--- src/rtl/stack_pkg.sv ---
// Shared defaults and word type for the operand stack.
package stack_pkg;

   localparam int STACK_WIDTH = 8;
   localparam int STACK_DEPTH = 16;
   localparam int STACK_PTR_W = $clog2(STACK_DEPTH) + 1;

   typedef logic [STACK_WIDTH-1:0] stack_word_t;

endpackage

--- src/rtl/stack_ram.sv ---
// Stack storage: register file, synchronous write, asynchronous read, no reset.
module stack_ram #(
   parameter int WIDTH = 8,
   parameter int DEPTH = 16,
   parameter int AW    = $clog2(DEPTH)
) (
   input  logic             clk,
   input  logic             we_i,
   input  logic [AW-1:0]    waddr_i,
   input  logic [WIDTH-1:0] wdata_i,
   input  logic [AW-1:0]    raddr_i,
   output logic [WIDTH-1:0] rdata_o
);

   logic [WIDTH-1:0] mem_q [DEPTH];

   always_ff @(posedge clk) begin
      if (we_i) begin
         mem_q[waddr_i] <= wdata_i;
      end
   end

   assign rdata_o = mem_q[raddr_i];

endmodule

--- src/rtl/stack_unit.sv ---
// LIFO operand stack with registered top-of-stack read.
// Define STACK_UNIT_ERR_EN to build the sticky overflow/underflow flag.
module stack_unit
   import stack_pkg::*;
#(
   parameter int WIDTH = STACK_WIDTH,
   parameter int DEPTH = STACK_DEPTH
) (
   input  logic             clk,
   input  logic             rst,
   input  logic             push,
   input  logic             pop,
   input  logic             tos,
   input  logic [WIDTH-1:0] din,
   output logic [WIDTH-1:0] dout,
   output logic             zero,
   output logic             empty,
   output logic             full,
   output logic             err
);

   localparam int AW    = $clog2(DEPTH);
   localparam int PTR_W = $clog2(DEPTH) + 1;

   logic [PTR_W-1:0] sp_q, sp_d;
   logic [WIDTH-1:0] dout_q, dout_d;
   logic [WIDTH-1:0] top_data;
   logic [AW-1:0]    top_idx;
   logic [AW-1:0]    waddr;
   logic             we;

   assign empty   = (sp_q == '0);
   assign full    = (sp_q == PTR_W'(DEPTH));
   assign top_idx = AW'(sp_q - PTR_W'(1));

   // Read happens from pre-edge contents, so tos alongside a write sees the old top.
   always_comb begin
      sp_d   = sp_q;
      dout_d = dout_q;
      we     = 1'b0;
      waddr  = sp_q[AW-1:0];
      if (tos && !empty) begin
         dout_d = top_data;
      end
      if (push && pop && !empty) begin
         we    = 1'b1;
         waddr = top_idx;
      end else if (push && !full) begin
         we   = 1'b1;
         sp_d = sp_q + PTR_W'(1);
      end else if (pop && !push && !empty) begin
         sp_d = sp_q - PTR_W'(1);
      end
   end

   always_ff @(posedge clk) begin
      if (rst) begin
         sp_q   <= '0;
         dout_q <= '0;
      end else begin
         sp_q   <= sp_d;
         dout_q <= dout_d;
      end
   end

   stack_ram #(
      .WIDTH (WIDTH),
      .DEPTH (DEPTH),
      .AW    (AW)
   ) u_ram (
      .clk     (clk),
      .we_i    (we & ~rst),
      .waddr_i (waddr),
      .wdata_i (din),
      .raddr_i (top_idx),
      .rdata_o (top_data)
   );

   assign dout = dout_q;
   assign zero = (dout_q == '0);

`ifdef STACK_UNIT_ERR_EN
   logic err_q, err_d;

   assign err_d = err_q | (push & ~pop & full) | (pop & empty);

   always_ff @(posedge clk) begin
      if (rst) begin
         err_q <= 1'b0;
      end else begin
         err_q <= err_d;
      end
   end

   assign err = err_q;
`else
   assign err = 1'b0;
`endif

endmodule

--- config.mk ---
export PLATFORM = sky130hd
export DESIGN_NAME = stack_unit
export DESIGN_NICKNAME = d
export VERILOG_FILES = /design/src/rtl/stack_pkg.sv /design/src/rtl/stack_ram.sv /design/src/rtl/stack_unit.sv
export SDC_FILE = /design/constraint.sdc
export NUM_CORES = 1
export LEC_CHECK = 0
export ABC_AREA = 1
export BUFFER_PORTS_ARGS = -buffer_cell sky130_fd_sc_hd__buf_4
export CAP_MARGIN = 20
export CORE_MARGIN = 5
export CORE_UTILIZATION = 61
export CTS_BUF_LIST = sky130_fd_sc_hd__clkbuf_16
export DETAILED_ROUTE_END_ITERATION = 10
export GPL_TIMING_DRIVEN = 1
export HOLD_SLACK_MARGIN = 0.03
export PLACE_DENSITY_LB_ADDON = 0.3
export SYNTH_ARGS = -nofsm -noshare
export SYNTH_HDL_FRONTEND = slang
export SYNTH_HIERARCHICAL = 1
export SYNTH_SLANG_ARGS = --single-unit
--- constraint.sdc ---
create_clock -name clk -period 2.92 [get_ports clk]
set_input_delay 0.146 -clock clk [delete_from_list [all_inputs] [get_ports clk]]
set_output_delay 0.146 -clock clk [all_outputs]
set_load 0.01 [all_outputs]
# After elaboration in Yosys (flattened, before gate mapping)
# Memories as Yosys holds them, arrays and structs flattened. A register that Yosys moved wholly into a read port is not among the register bits.
# Cells that the tools add are included.
# word_totals
regBits	5
output_inout_bits	12
inputBits	13
n_memories	1
ramBits	128
word_cells	28
# memory_table
memory	words	width	rd	rd_ports_with_merged_regs	write_ports	line	source
u_ram.mem_q	16	8	1	1	1	stack_ram.sv:15	logic [WIDTH-1:0] mem_q [DEPTH];
# classes
bitwise_logic	3
addsub	2
n_eq_ne	1
muxes	7
reduce_logical	13
# ops
cell	count
$mux W5	2
$logic_not A8 Y1	1
$logic_and A1 B1 Y1	6
$add A5 B1 Y5 const B	1
$eq A5 B5 Y1 const B	1
$logic_not A5 Y1	1
$sub A5 B1 Y5 const B	1
$mux W1	4
$mux W4	1
$logic_not A1 Y1	3
$not A1 Y1	2
$reduce_and A2 Y1	1
$reduce_bool A2 Y1	1
$and A1 B1 Y1	1

# Logic depth before layout (Yosys ltp)
# logic_depth
ltp_word	8
ltp_mapped	12
depth_no_buf	10

# By module
# The synthesis kept the hierarchy.
# by_module_without_submodules
module	area_per_inst_um2	n_inst	cells_per_inst	seq_area_each_um2
stack_ram	5606.6	1	543	3843.7
stack_unit	835.8	1	121	260.2

# Worst setup path before layout
# No wires, ideal clock.
# synth_path
kind	reg2reg
from	reg sp_q[0]
to	mem u_ram.mem_q[12][0], enable pin
n_path_buf	1
arrival_ns	2.023
path_stages_with_launch	9
setup_slack_ns	0.527
synth_period_minus_slack_ns	2.393
path_cell_list	dfxtp_1 inv_1 ha_1 nand3_4 nand3_4 buf_6 o21ai_0 nand3_1 nor2_1
# synth_rtl
item	line	source
start: declaration	stack_unit.sv:25	logic [PTR_W-1:0] sp_q, sp_d;
start signal: assignment	stack_unit.sv:61	sp_q <= sp_d;
$sub A5 B1 Y5	--	
named net top_idx[0]	stack_unit.sv:28	logic [AW-1:0] top_idx;
$mux W4	stack_unit.sv:45	if (push && pop && !empty) begin
end: declaration	stack_ram.sv:15	
# The timed path passes the listed nets, and every way through them passes these cells.

# Worst setup path in the final report
# layout_path
from	reg sp_q[0]
to	mem u_ram.mem_q[6][1], enable pin
# The elaborated chain is that of the path after synthesis.

==> results_dict.tcl <==
set metrics [dict create \
    yosysUniqueCellTypes 27 \
    p_sw_frac 0.363 \
    synth_seq_cells 141 \
    syn_inst 664 \
    grt_max_degree 70 \
    p_switching_mw 2.47 \
    slew_headroom 0.526 \
    nets 704 \
    diodes 0 \
    tightestPinTransition_ns 0.708 \
    area_growth_pct 12.7 \
    routed_wirelength_um 14400 \
    p_seq_frac 0.362 \
    cts.clk_slew.worst_paths_ns 0.06 \
    powerDensity_nw_per_um2 935 \
    synth_top_area_cell "edfxtp_1" \
    gr-total-overflow 0 \
    io_buffers 23 \
    status "completed" \
    end_kind "flop" \
    synth_fp_nets 679 \
    fin_worst_skew_ns 0.00601 \
    synth_xor_area_frac 0.00408 \
    antenna_found_initial 0 \
    crit_path_end "u_ram/mem_q[6][1]" \
    antenna_left 0 \
    vias_per_cell 5.45 \
    synth-seq-area-share 0.637 \
    hold_violations 0 \
    grtUsageTotal 0.237 \
    yosysWarnings 6 \
    synthMuxAreaShare 0 \
    coreArea_um2 10300 \
    start_util 0.624 \
    r2r-start "sp_q[0]" \
    netlist.area_leader.share 0.597 \
    critPathKind "flop to flop" \
    fin_crit_sh 0.959 \
    synthSimpleGateAreaFrac 0.244 \
    h-tree-depth 4 \
    stdcell_area_um2 7260 \
    startpoint "sp_q[0]" \
    cts_sinks 141 \
    synthAdderAreaFrac 0.00388 \
    gp_congestion 0.960 \
    vdd_drop_max_mv 0.606 \
    critPathArrivalTime_ns 2.84 \
    drive_above_1_share 0.114 \
    reg2reg_slack_ns 0.12 \
    cts_tree "done" \
    grt_pass1_wl_um 22800 \
    clockBufferDepth 2 \
    start_kind "flop" \
    rows 37 \
    clock_latency_ns 0.40 \
    synth_top_family_by_area "simple AND/OR/NAND/NOR gates" \
    wire_per_inst_um 17.2 \
    place_area_um2 6670 \
    finalMaxSlewViolations 0 \
    netlist_area_um2 6440 \
    r2r_end "u_ram/mem_q[6][1]" \
    min_period_ns 2.80 \
    final-setup-viol-count 0 \
    fill_cells 734 \
    combPwrFrac 0.337 \
    dieArea_um2 12700 \
    fp.dieH_um 113 \
    fin_util 0.703 \
    path_max_fanout 69 \
    synth_area_leaders "edfxtp_1 60%, nand2_1 11%, nand3_1 8.2%" \
    drt-initial-drc-count 555 \
    root_buffer "clkbuf_16" \
    max-cap-violations 0 \
    reg2reg_depth 9 \
    rsz0062_at_grt "true" \
    grt_pass1_vias 4446 \
    leakagePower_nw 3.19 \
    syn_avg_cell_area_um2 9.70 \
    numCtsBuffers 17 \
    vias 4566 \
    synth_compound_area_frac 0.0122 \
    critPathRequiredTime_ns 2.96 \
    die_x_um 113 \
    dp_hpwl_um 9080 \
    pin_count 25 \
    post-route-drc-count 0 \
    pwr-share-clk 0.301 \
    hold_path.class "primary input to flop" \
    firstDrtPassIters 6 \
    internal_power_mw 4.32 \
    fmax_ghz 0.357 \
]
## metal layers
metal / part of all wire / up-vias / GRT usage
met3: 0.080 / 37 / 0.0599
met5: 0.0023 / - / 0.0196
met1: 0.40 / 2129 / 0.302
met4: 0.030 / 2 / 0.112
li1: - / 2184 / -
met2: 0.49 / 214 / 0.381
## logic make-up after synthesis
group                    Yosys count
AND/OR/NAND/NOR                  359
flip-flops                       141
buffers and inverters            143
AO/OA/AOI/OAI                     15
XOR/XNOR                           3
adder cells (fa/ha/maj)            2
other                              1
## cells in the mapped netlist
master / instances
a21oi_1: 2
a21oi_2: 1
buf_1: 1
buf_2: 13
buf_4: 5
buf_6: 8
conb_1: 1
dfxtp_1: 13
edfxtp_1: 128
ha_1: 2
inv_1: 114
inv_2: 2
nand2_1: 197
nand2_2: 3
nand2_4: 3
nand3_1: 105
nand3_2: 2
nand3_4: 2
nand3b_1: 2
nand4_1: 2
nor2_1: 40
nor2_4: 1
nor3_1: 1
nor4_1: 1
o21ai_0: 12
xnor2_1: 1
xor2_1: 2
## through the flow
stage / cells / setup WS (ns) / power (mW) / TNS, ns / hold WS (ns)
2_1_floorplan: 664 / 0.527 / 4.08 / 0 / 0.208
3_3_place_gp: 805 / 0.304 / 4.62 / 0 / 0.350
3_5_place_dp: 805 / 0.265 / 4.68 / 0 / 0.347
4_1_cts: 838 / 0.200 / 6.74 / 0 / 0.0822
5_1_grt: 838 / -0.0479 / 7.14 / -0.572 / 0.0919
6_report: 838 / 0.121 / 6.79 / 0 / 0.107
## worst max-delay path, cell delays in order, from the launching register on
cell and delay [ns]:
dfxtp_1 0.35, inv_2 0.08, buf_4 0.57, nand3_1 0.16, nand2_1 0.11, nand2_1 0.07, nor2_1 0.11, a21oi_1 0.09
nand3b_1 0.29, nor2_1 0.60
## how the worst min path moves through the flow
stage / from / to / cells past startpoint
6_report: din[4] / u_ram/mem_q[14][4] / 1
5_1_grt: din[4] / u_ram/mem_q[13][4] / 1
4_1_cts: din[4] / u_ram/mem_q[13][4] / 1
3_5_place_dp: rst / sp_q[0] / 2
3_3_place_gp: rst / sp_q[0] / 2
2_1_floorplan: rst / sp_q[0] / 1
## power groups by stage
stage	clock network (mW)	registers, mW	logic [mW]
floorplan	0	2.49	1.59
global placement	0	2.49	2.13
detailed placement	0	2.50	2.18
CTS	2.07	2.46	2.22
global route	2.18	2.47	2.49
finish	2.05	2.46	2.29
## area by class of cell
cell class / count / area, um^2 / area share
clock buffer: 17 / 425 / 0.0586
clock inverter: 15 / 150 / 0.0207
inverter: 116 / 435 / 0.0600
multi-input combinational: 380 / 1710 / 0.236
sequential: 141 / 4100 / 0.565
tap: 136 / 170 / 0.0234
timing repair buffer: 33 / 263 / 0.0362
## registers in the layout, summed over array words and instances, names as in the netlist
signal,cells
dout,8
u_ram/mem_q,128
sp_q,5
## placed cells by master, fill, tap and decap left out, types with 2 or more instances in the layout
cell type   Yosys  routed
nand2_1       197     197
inv_1         114     115
dfxtp_1        13      13
buf_4           5      31
nand4_1         2       2
nand2_2         3       3
nor2_1         40      37
nand3_4         2       2
nand3_1       105     105
xor2_1          2       2
o21ai_0        12      12
clkinv_4        0       4
inv_6           0       2
nand3b_1        2       2
nor2_2          0       3
edfxtp_1      128     128
bufinv_16       0       2
clkinv_2        0       3
ha_1            2       2
nand2_4         3       3
clkbuf_16       0      17
nand3_2         2       2
inv_2           2       3
a21oi_1         2       2
clkinvlp_4      0       2
## timing repair
item | 4_1_cts | 5_1_grt
setup endpoints to repair | 0 | 38
hold buffers | 1 | 0
setup buffers | 0 | 0
hold endpoints to repair | 3 | 0
resized for setup | 0 | 3
Note: power is estimated with default switching activity, not from simulation.
